## src/rtl/cache_refill_unit_pkg.sv

```systemverilog
// Shared types for the cache line refill unit.
// FSM state encoding, request-size constant and line-width helper.
package cache_refill_unit_pkg;

  typedef enum logic [1:0] {
    S_IDLE,
    S_REQ,
    S_WAIT,
    S_DONE
  } state_t;

  localparam logic [1:0] CACHE_RTYPE_WORD = 2'b10;

  function automatic int line_bits(input int words);
    return 32 * words;
  endfunction

endpackage

```

## src/rtl/cache_refill_unit.sv

```systemverilog
// Line refill: one miss in, LINE_WORDS wrap-ordered word reads out.
// Ports: miss_* from cache, crit_*/refill_* to cache, cache_r* to bridge.
module cache_refill_unit
  import cache_refill_unit_pkg::*;
#(
  parameter int LINE_WORDS = 4
) (
  input  logic                               clk,
  input  logic                               reset,
  input  logic                               miss_valid,
  input  logic [31:0]                        miss_addr,
  output logic                               miss_ready,
  output logic                               crit_valid,
  output logic [31:0]                        crit_data,
  output logic                               refill_valid,
  output logic [31:0]                        refill_addr,
  output logic [line_bits(LINE_WORDS)-1:0]   refill_line,
  output logic                               cache_rreq,
  output logic [1:0]                         cache_rtype,
  output logic [31:0]                        cache_raddr,
  output logic                               cache_rready,
  input  logic                               cache_arready,
  input  logic                               cache_rvalid,
  input  logic                               cache_rlast,
  input  logic [31:0]                        cache_rdata
);

  localparam int OFF_W = $clog2(LINE_WORDS) + 2;
  localparam int IDX_W = OFF_W - 2;
  localparam logic [IDX_W-1:0] LAST =
    IDX_W'(LINE_WORDS - 1);

  state_t            state;
  state_t            nxt;
  logic [31-OFF_W:0] base;
  logic [IDX_W-1:0]  start;
  logic [IDX_W-1:0]  cnt;
  logic [IDX_W-1:0]  idx;
  logic [31:0]       line_q [LINE_WORDS];

  // Single-beat reads; the last flag carries no information.
  logic unused_rlast;
  assign unused_rlast = cache_rlast;

  // IDX_W-bit add wraps naturally modulo LINE_WORDS.
  assign idx = start + cnt;

  always_ff @(posedge clk or posedge reset) begin
    if (reset) begin
      state <= S_IDLE;
      base  <= '0;
      start <= '0;
      cnt   <= '0;
      for (int i = 0; i < LINE_WORDS; i++)
        line_q[i] <= '0;
    end else begin
      state <= nxt;
      unique case (state)
        S_IDLE: begin
          if (miss_valid) begin
            base  <= miss_addr[31:OFF_W];
            start <= miss_addr[OFF_W-1:2];
            cnt   <= '0;
          end
        end
        S_WAIT: begin
          if (cache_rvalid) begin
            line_q[idx] <= cache_rdata;
            if (cnt != LAST)
              cnt <= cnt + 1'b1;
          end
        end
        default: ;
      endcase
    end
  end

  always_comb begin
    nxt          = state;
    miss_ready   = 1'b0;
    cache_rreq   = 1'b0;
    cache_rready = 1'b0;
    crit_valid   = 1'b0;
    refill_valid = 1'b0;
    unique case (state)
      S_IDLE: begin
        miss_ready = 1'b1;
        if (miss_valid)
          nxt = S_REQ;
      end
      S_REQ: begin
        cache_rreq = 1'b1;
        if (cache_arready)
          nxt = S_WAIT;
      end
      S_WAIT: begin
        cache_rready = 1'b1;
        if (cache_rvalid) begin
          crit_valid = (cnt == '0);
          nxt = (cnt == LAST) ? S_DONE : S_REQ;
        end
      end
      S_DONE: begin
        refill_valid = 1'b1;
        nxt = S_IDLE;
      end
      default: nxt = S_IDLE;
    endcase
  end

  assign cache_rtype = CACHE_RTYPE_WORD;
  assign cache_raddr = cache_rreq ? {base, idx, 2'b00} : '0;
  assign crit_data   = crit_valid ? cache_rdata : '0;
  // Line outputs track base/buffer, so they stay put until the
  // next miss is accepted and its beats start landing.
  assign refill_addr = {base, {OFF_W{1'b0}}};

  always_comb begin
    refill_line = '0;
    for (int i = 0; i < LINE_WORDS; i++)
      refill_line[32*i +: 32] = line_q[i];
  end

endmodule

```

## config.mk

```make
export PLATFORM = sky130hd
export DESIGN_NAME = cache_refill_unit
export DESIGN_NICKNAME = d
export VERILOG_FILES = /design/src/rtl/cache_refill_unit_pkg.sv /design/src/rtl/cache_refill_unit.sv
export SDC_FILE = /design/constraint.sdc
export NUM_CORES = 1
export LEC_CHECK = 0
export ABC_AREA = 1
export ABC_CLOCK_PERIOD_IN_PS = 7900
export BUFFER_PORTS_ARGS = -buffer_cell sky130_fd_sc_hd__buf_4
export CORE_UTILIZATION = 48
export DETAILED_ROUTE_END_ITERATION = 10
export PLACE_DENSITY = 0.91
export REMOVE_ABC_BUFFERS = 1
export SYNTH_ARGS = -nofsm -noshare
export SYNTH_HDL_FRONTEND = slang
export SYNTH_SLANG_ARGS = --single-unit
```

## constraint.sdc

```tcl
create_clock -name clk -period 7.9 [get_ports clk]
set_clock_uncertainty 0.15 [all_clocks]
set_input_delay 1.58 -clock clk [delete_from_list [all_inputs] [get_ports clk]]
set_output_delay 1.58 -clock clk [all_outputs]
set_load 0.02 [all_outputs]
```

==> results.yml <==
outcome:
  status: "complete, no violations"
clocking:
  root_buffer: "clkbuf_16"
  cts_buffers: 17
  clk_latency_ps: 420
  postCtsHoldBufs: 0
  post_cts.repair.setup_buffers: 0
  cts_resized: 0
  cts_sinks: 162
  cts_tree: "done"
  htreeDepth: 4
  cts.path.max_buffers: 2
  path_clk_slew_ps: 60
pwr:
  p_clk_frac: 0.173
  p_int_mw: 2.59
  leakage_nw: 5.68
  p_per_area_nw_per_um2: 478
  irDropWorstVdd_v: 0.000294
  p_sw_frac: 0.444
  pwr-share-seq: 0.315
  power.switching_mw: 2.07
  p_comb_frac: 0.512
layout:
  n_antenna_cell: 0
  nNetsFinal: 1179
  final_common_cell: "buf_4"
  syn_to_final_growth_pct: 36.2
  drive_gt1_frac: 0.303
  n_fill_cell: 1155
  layout_common_cells: "buf_4, nand2_1, dfrtp_1"
  regArea_um2: 4050
  multi_input_area_um2: 2390
placement:
  portBuffers: 289
  globalplace.congestion: 0.828
  dp_hpwl_um: 13600
drt:
  dr.pass1.iters: 6
  drtIter0Drc: 730
  drc_errors: 0
  vias: 6703
  routed_wl_um: 21200
  avgViaCountPerCell: 5.16
  post_drt_wl_per_cell_um: 16.3
  ant_nets: 0
die:
  die_h_um: 124
  core_um2: 14500
  start_util: 0.492
  floorplan.die_area_um2: 15400
  num_rows: 44
  ioPinCount: 301
  die_w_um: 124
worst_setup_path:
  crit_type: "in -> out"
  crit_arrival_ps: 2890
  critPathLaunchType: "input pin"
  critPathMaxFanout: 33
  cp-end-kind: "output port"
  worst-r2r-setup-slack_ps: 4720
  required_ps: 6170
timing:
  tightest_slew_ps: 1090
  period_share: 0.585
  max_freq_mhz: 217
  rsz0062_at_grt: "no"
  final.hold.worst_slack_ps: 319
  fin_crit_ps: 4620
  setup_viol: 0
  fin_tns_setup_ps: 0
  relSlewSlack: 0.271
  final-hold-violation-count: 0
  maxSlewViolCount: 0
global_routing:
  grt.overflow.total: 0
  grt_max_degree: 105
  antenna_found_initial: 0
  grtUsageTotal: 0.275
  grt_pass1_vias: 6231
  grt_pass1_wl_um: 31600
run:
  drv_cap: 0
yosys:
  synth.ff_latch_count: 162
  syn_inst: 845
  synth_cell_types: 20
  synth_warnings: 0
  ys_seq_area_frac: 0.567
  syn_area_um2: 7150
  syn_avg_cell_area_um2: 8.46
hold_path:
  hold_class: "reg -> reg"
==> final timing paths <==
| check | from | end | cells after the start |
|---|---|---|---|
| setup / recovery | cache_rvalid | crit_data[30] | 4 |
| hold / removal | refill_line[14] | refill_line[14] | 2 |
| setup reg to reg | cnt[0] | refill_line[40] | 7 |
| hold reg to reg | refill_line[14] | refill_line[14] | 2 |
| max in group asynchronous | reset | refill_line[83] | 3 |
| min in group asynchronous | reset | base[1] | 2 |
==> power by group through the flow <==
stage / clock network, mW / registers (mW) / logic, mW
2_1_floorplan: 0 / 1.91 / 0.808
3_3_place_gp: 0 / 1.45 / 2.33
3_5_place_dp: 0 / 1.47 / 2.38
4_1_cts: 0.812 / 1.46 / 2.39
5_1_grt: 0.851 / 1.51 / 2.57
6_report: 0.804 / 1.46 / 2.38
==> through the flow <==
step | setup slack (ps) | cell area (um^2) | util | total power, mW | cells
after floorplan | 1790 | 6720 | - | 2.72 | 792
after global placement | 3400 | 9170 | 0.631 | 3.78 | 1271
after detailed placement | 3320 | 9170 | 0.631 | 3.85 | 1271
after CTS | 3310 | 9740 | 0.670 | 4.67 | 1300
after global routing | 3120 | 9740 | 0.670 | 4.93 | 1300
final | 3280 | 9740 | 0.670 | 4.65 | 1300
==> synth_stat cells <==
cell | instances | share of area
ha_1 | 3 | 0.0053
dfrtp_1 | 162 | 0.57
o21ai_0 | 2 | 0.0014
inv_2 | 2 | 0.0011
buf_8 | 9 | 0.019
buf_2 | 22 | 0.015
nor2_1 | 94 | 0.049
nand3_2 | 6 | 0.0084
nor2_4 | 2 | 0.0032
buf_6 | 4 | 0.0063
nand2_1 | 275 | 0.14
a21oi_1 | 30 | 0.021
conb_1 | 2 | 0.0011
o22ai_1 | 1 | 0.00088
clkbuf_1 | 4 | 0.0021
nand3_1 | 132 | 0.092
nand2_2 | 2 | 0.0018
inv_1 | 71 | 0.037
nor2_2 | 2 | 0.0018
buf_4 | 20 | 0.021
==> final cells by class <==
type / count / area share
inverter: 73 / 0.0287
multi-input combinational: 557 / 0.245
timing repair buffer: 295 / 0.227
clock buffer: 23 / 0.0501
tap: 184 / 0.0236
clock inverter: 6 / 0.00823
sequential: 162 / 0.416
==> flip-flops by register name, indices dropped and copies added (netlist names) <==
name,flops
base,28
cnt,2
refill_line,128
start,2
state,2
==> metal layers <==
layer / routed length, um / part of all wire / vias up / GRT usage
li1: - / - / 3119 / -
met1: 7790 / 0.37 / 3183 / 0.314
met2: 10900 / 0.52 / 362 / 0.486
met3: 2020 / 0.095 / 39 / 0.0733
met4: 459 / 0.022 / 0 / 0.110
met5: 0 / 0 / - / 0
==> critical path, cell delays in order <==
cell	delay (ps)
buf_4	100
nand3_2	660
nor2_1	330
buf_4	190
==> kinds of logic after synthesis <==
family,share of synthesized area
buffers and inverters,0.102
AO/OA/AOI/OAI,0.0233
adder cells (fa/ha/maj),0.00525
flip-flops,0.567
other,0.00105
AND/OR/NAND/NOR,0.301
(Power assumes the default switching activity.)
